$ cat config.mk
export PLATFORM = sky130hd
export DESIGN_NAME = prio_req_encoder
export DESIGN_NICKNAME = d
export VERILOG_FILES = /design/src/rtl/prio_enc_pkg.sv /design/src/rtl/prio_pick.sv /design/src/rtl/prio_req_encoder.sv
export SDC_FILE = /design/constraint.sdc
export NUM_CORES = 1
export LEC_CHECK = 0
export ABC_AREA = 1
export CORE_MARGIN = 2
export CORE_UTILIZATION = 45
export CTS_BUF_LIST = sky130_fd_sc_hd__clkbuf_4
export DETAILED_ROUTE_END_ITERATION = 8
export GPL_TIMING_DRIVEN = 0
export PLACE_DENSITY = 0.81
export SYNTH_ARGS = -nofsm -noshare
export SYNTH_HDL_FRONTEND = slang
export SYNTH_SLANG_ARGS = --single-unit
$ cat constraint.sdc
create_clock -name clk -period 3 [get_ports clk]
set_input_delay 0.6 -clock clk [delete_from_list [all_inputs] [get_ports clk]]
set_output_delay 0.6 -clock clk [all_outputs]
set_load 0.03 [all_outputs]
$ cat src/rtl/prio_enc_pkg.sv
// ============================================================================
// prio_enc_pkg
//   Shared FSM state type and width helper for the priority request encoder.
//   Revision: 1.0
// ============================================================================
`default_nettype none

package prio_enc_pkg;

    typedef enum logic [0:0] {
        IDLE = 1'b0,
        HOLD = 1'b1
    } state_t;

    // Index width, never below one bit so that an N=1-style corner still has a port.
    function automatic int clog2_min1(input int n);
        return (n < 2) ? 1 : $clog2(n);
    endfunction

endpackage

`default_nettype wire

$ cat src/rtl/prio_pick.sv
// ============================================================================
// prio_pick
//   Combinational highest-set-bit finder: returns the index and a found flag.
//   Revision: 1.0
// ============================================================================
`default_nettype none

module prio_pick #(
    parameter int N = 8,
    parameter int W = 3
) (
    input  logic [N-1:0] vec,
    output logic [W-1:0] idx,
    output logic         found
);

    // Later iterations overwrite earlier ones, so the highest set bit wins.
    always_comb begin
        idx   = '0;
        found = 1'b0;
        for (int i = 0; i < N; i++) begin
            if (vec[i]) begin
                idx   = W'(i);
                found = 1'b1;
            end
        end
    end

endmodule

`default_nettype wire

$ cat src/rtl/prio_req_encoder.sv
// ============================================================================
// prio_req_encoder
//   Registered N-to-log2(N) priority encoder with pending latch, mask and
//   valid/ack handshake; fixed or round-robin arbitration.
//   Revision: 1.0
// ============================================================================
`default_nettype none

module prio_req_encoder
    import prio_enc_pkg::*;
#(
    parameter  int N         = 8,
    parameter  int RR_MODE   = 0,
    parameter  int EDGE_MODE = 1,
    localparam int W         = clog2_min1(N)
) (
    input  logic         clk,
    input  logic         rst_n,
    input  logic         en,
    input  logic [N-1:0] req,
    input  logic [N-1:0] mask,
    input  logic         ack,
    output logic         valid,
    output logic [W-1:0] idx,
    output logic [N-1:0] pend
);

    state_t         r_state;
    state_t         w_state_d;
    logic [W-1:0]   r_idx;
    logic [W-1:0]   w_idx_d;
    logic [N-1:0]   r_pend;
    logic [N-1:0]   w_pend_d;
    logic [N-1:0]   w_rise;
    logic [N-1:0]   w_cap;
    logic [N-1:0]   w_clr;
    logic [N-1:0]   w_elig;
    logic [W-1:0]   w_win;
    logic           w_found;
    logic           w_accept;

    // ---------------- capture ----------------
    if (EDGE_MODE != 0) begin : g_edge
        logic [N-1:0] r_req_q;

        always_ff @(posedge clk or negedge rst_n) begin
            if (!rst_n) begin
                r_req_q <= '0;
            end else begin
                r_req_q <= req;
            end
        end

        assign w_rise = req & ~r_req_q;
    end else begin : g_level
        assign w_rise = req;
    end

    assign w_cap    = en ? w_rise : '0;
    assign w_clr    = w_accept ? (N'(1) << r_idx) : '0;
    // Capture is OR-ed in after the clear, so a same-cycle re-request survives.
    assign w_pend_d = (r_pend & ~w_clr) | w_cap;
    assign w_elig   = r_pend & mask;

    // ---------------- winner selection ----------------
    if (RR_MODE != 0) begin : g_rr
        logic [W-1:0] r_ptr;
        logic [W:0]   w_sh;
        logic [N-1:0] w_rot;
        logic [N-1:0] w_rev;
        logic [W-1:0] w_p;
        logic [W:0]   w_sum;

        always_ff @(posedge clk or negedge rst_n) begin
            if (!rst_n) begin
                r_ptr <= W'(N - 1);
            end else if (w_accept) begin
                r_ptr <= r_idx;
            end
        end

        // Rotate so bit ptr+1 lands at 0, then reverse so the lowest rotated
        // bit becomes the highest, which the highest-bit finder picks.
        assign w_sh  = {1'b0, r_ptr} + (W+1)'(1);
        assign w_rot = N'({w_elig, w_elig} >> w_sh);

        for (genvar j = 0; j < N; j++) begin : g_rev
            assign w_rev[N-1-j] = w_rot[j];
        end

        prio_pick #(
            .N (N),
            .W (W)
        ) u_pick (
            .vec   (w_rev),
            .idx   (w_p),
            .found (w_found)
        );

        // Rotated offset is N-1-p; absolute index is (ptr + N - p) mod N.
        always_comb begin
            w_sum = {1'b0, r_ptr} + (W+1)'(N) - {1'b0, w_p};
            if (w_sum >= (W+1)'(N)) begin
                w_sum = w_sum - (W+1)'(N);
            end
        end

        assign w_win = W'(w_sum);
    end else begin : g_fixed
        prio_pick #(
            .N (N),
            .W (W)
        ) u_pick (
            .vec   (w_elig),
            .idx   (w_win),
            .found (w_found)
        );
    end

    // ---------------- FSM ----------------
    always_ff @(posedge clk or negedge rst_n) begin
        if (!rst_n) begin
            r_state <= IDLE;
            r_idx   <= '0;
            r_pend  <= '0;
        end else begin
            r_state <= w_state_d;
            r_idx   <= w_idx_d;
            r_pend  <= w_pend_d;
        end
    end

    always_comb begin
        w_state_d = r_state;
        w_idx_d   = r_idx;
        w_accept  = 1'b0;
        case (r_state)
            IDLE: begin
                if (en && w_found) begin
                    w_idx_d   = w_win;
                    w_state_d = HOLD;
                end
            end
            HOLD: begin
                // Completion ignores en so a stalled source cannot wedge the consumer.
                if (ack) begin
                    w_accept  = 1'b1;
                    w_idx_d   = '0;
                    w_state_d = IDLE;
                end
            end
            default: begin
                w_state_d = IDLE;
            end
        endcase
    end

    assign valid = (r_state == HOLD);
    assign idx   = r_idx;
    assign pend  = r_pend;

endmodule

`default_nettype wire

==> run_results.csv <==
group,metric,value,unit
global_routing,grt_pass1_vias,763,
detailed_routing,dr_total_vias,757,
cts,path_clk_slew,120,ps
cts,clockRootBuffer,"clkbuf_4",
critical_path,end_kind,"output pin",
timing,tightest_slew,866.4,ps
cts,cts_inserted_buffers,3,
detailed_routing,drt-initial-drc-count,8,
cts,cts_max_level,1,
cts,cts_tree,"yes",
placement,port_buffers,31,
timing,drv_slew,0,
synth,synth_fp_nets,114,
finish,layout_commonest_cell,"nand2_1",
detailed_routing,wl,1851,um
synth,ys_ff_latch,20,
timing,setup_viol,0,
die,die_h,47.48,um
die,initial_core_util,0.4875,
critical_path,cpPeakStageDelay,710,ps
cts,post_cts_buffers,0,
cts,cts.sinks,20,
die,rows,15,
worst_hold_path,hold_class,"flip-flop to flip-flop",
timing,fin_crit,2081,ps
detailed_routing,firstDrtPassIters,4,
synth,netlist_instances,94,
placement,place_congestion,0.7431,
placement,dp_hpwl,1457,um
finish,final_area,1245,um^2
global_routing,grt_pass1_wl,3153,um
critical_path,worst_setup_path_start_kind,"flip-flop",
pwr,p_leak,0.5563,nW
global_routing,grt_use_total,0.2027,
global_routing,grt.overflow.total,0,
critical_path,cp_slowest_cell,"clkdlybuf4s50_1",
synth,ys_seq_area_frac,0.5882,
pwr,vdd_ir_drop_max,509.8,uV
finish,mostFrequentLayoutCells,"nand2_1 (36), clkdlybuf4s50_1 (31), dfrtp_1 (20), nor2_1 (7), inv_1 (6)",
synth,synth_compound_area_frac,0.1250,
synth,yosysWarnings,0,
critical_path,critPathBufInv,1,
synth,avgSynthCellArea,9.051,um^2
die,die_area,2254,um^2
detailed_routing,wl_per_cell,12.02,um
cts,clock_latency,300,ps
die,coreArea,1745,um^2
synth,synth_top_family_by_area,"simple AND/OR/NAND/NOR gates",
cts,cts_hold_buf,0,
synth,netlist_area,850.8,um^2
global_routing,grt_max_degree,21,
critical_path,cp.arrival,1480,ps
synth,muxShareOfSynthArea,0,
detailed_routing,drc_errors,0,
detailed_routing,viasPerCell,4.916,
critical_path,criticalPathCategory,"flip-flop to output pin",
detailed_routing,antenna_left,0,
finish,num-nets-final,150,
finish,fill_cells,150,
finish,syn2layout_area_growth,46.32,%
timing,fin_crit_sh,0.6937,
cts,post_cts_resized,0,
timing,clock_skew,14.77,ps
outcome,status,"finished, final reports clean",
finish,final_layout_size_suffix_gt1_frac,0.1163,
critical_path,cp_max_fo,5,
synth,synth_fa_ha_area_frac,0,
critical_path,crit_family,"buffers and inverters",
die,io_pins,32,
critical_path,crit_chain,"clkdlybuf4s50_1",
timing,setup_tns,0,ps
cts,clock_path_buffers,2,
pwr,cellPowerDensity,985.7,nW/um^2
pwr,p_total,1.227,mW
placement,placed_area,1192,um^2
critical_path,required,2400,ps
synth,synth-simple-area-share,0.2559,
timing,relSlewSlack,0.4206,
timing,finalHoldViolCount,0,
run,drv_cap,0,
synth,synthDistinctLibCells,17,
global_routing,antenna_found_initial,0,
timing,fmax,480.5,MHz
synth,synth_xor_area_frac,0,
finish,antenna_cells,0,
timing,rsz0062_at_grt,"false",
die,dieWidth,47.48,um
Yosys cell counts:
library cell  number  share of area
nand3_1            2          0.012
o21ai_4            1          0.019
dfrtp_1           20           0.59
o21ai_1            2          0.012
inv_1              6          0.026
o21ai_0            5          0.029
nor2_2             1         0.0074
nand2_1           36           0.16
nor2_1             7          0.031
a21oi_1            1         0.0059
o31ai_1            1         0.0088
o21ai_2            4          0.041
nand4_1            2          0.015
inv_2              1         0.0044
o211ai_1           1         0.0088
nand2_2            3          0.022
or2_4              1          0.010
final timing paths:
kind                                   start  slack [ps]           endpoint  cells after the start
min reg2reg                g_edge.r_req_q[6]         430            pend[6]                      1
max in group asynchronous              rst_n        1680            pend[1]                      1
max                                    valid         920              valid                      1
min                        g_edge.r_req_q[6]         430            pend[6]                      1
min in group asynchronous              rst_n         780  g_edge.r_req_q[4]                      1
max reg2reg                          pend[5]        1830             idx[1]                      6
cell families (layout without fill, tap and decap cells):
| logic type | count (synthesis) | count (layout) |
|---|---|---|
| buf+inv | 7 | 42 |
| flops | 20 | 20 |
| simple gates | 52 | 52 |
| compound gates | 15 | 15 |
flip-flops by register name, indices dropped and copies added (netlist names):
signal	count
g_edge.r_req_q	8
idx	3
pend	8
valid	1
layer usage:
metal | global-route usage | share of wire | vias up
li1 | - | - | 374
met5 | 0 | 0 | -
met4 | 0.08333 | 0.011 | 0
met1 | 0.2276 | 0.41 | 356
met3 | 0.03396 | 0.053 | 4
met2 | 0.3757 | 0.53 | 23
cell type report:
cell class              instances  area [um^2]  area share
flip-flops and latches         20        500.5      0.4020
multi-input cells              67        324.1      0.2603
repair buffers                 31        310.3      0.2492
inverters                       7        26.28     0.02111
clock buffers                   3        22.52     0.01809
clock inverters                 1        30.03     0.02412
well taps                      25        31.28     0.02513
metrics by stage:
step	util	setup slack, ps	cells	hold slack, ps
after global placement	0.6832	1235	150	414.2
after global routing	0.7133	861.8	154	445.6
final	0.7133	918.9	154	432.7
after detailed placement	0.6832	1217	150	419.3
after CTS	0.7133	917.3	154	436.2
after floorplan	-	1752	94	304.4
power breakdown:
| group | internal, mW | switching [mW] | total, mW |
|---|---|---|---|
| clock network | 0.135 | 0.0836 | 0.219 |
| logic | 0.235 | 0.342 | 0.577 |
| registers | 0.351 | 0.0809 | 0.432 |
| total | 0.721 | 0.506 | 1.23 |
No activity file was read; power rests on OpenSTA's default activity.
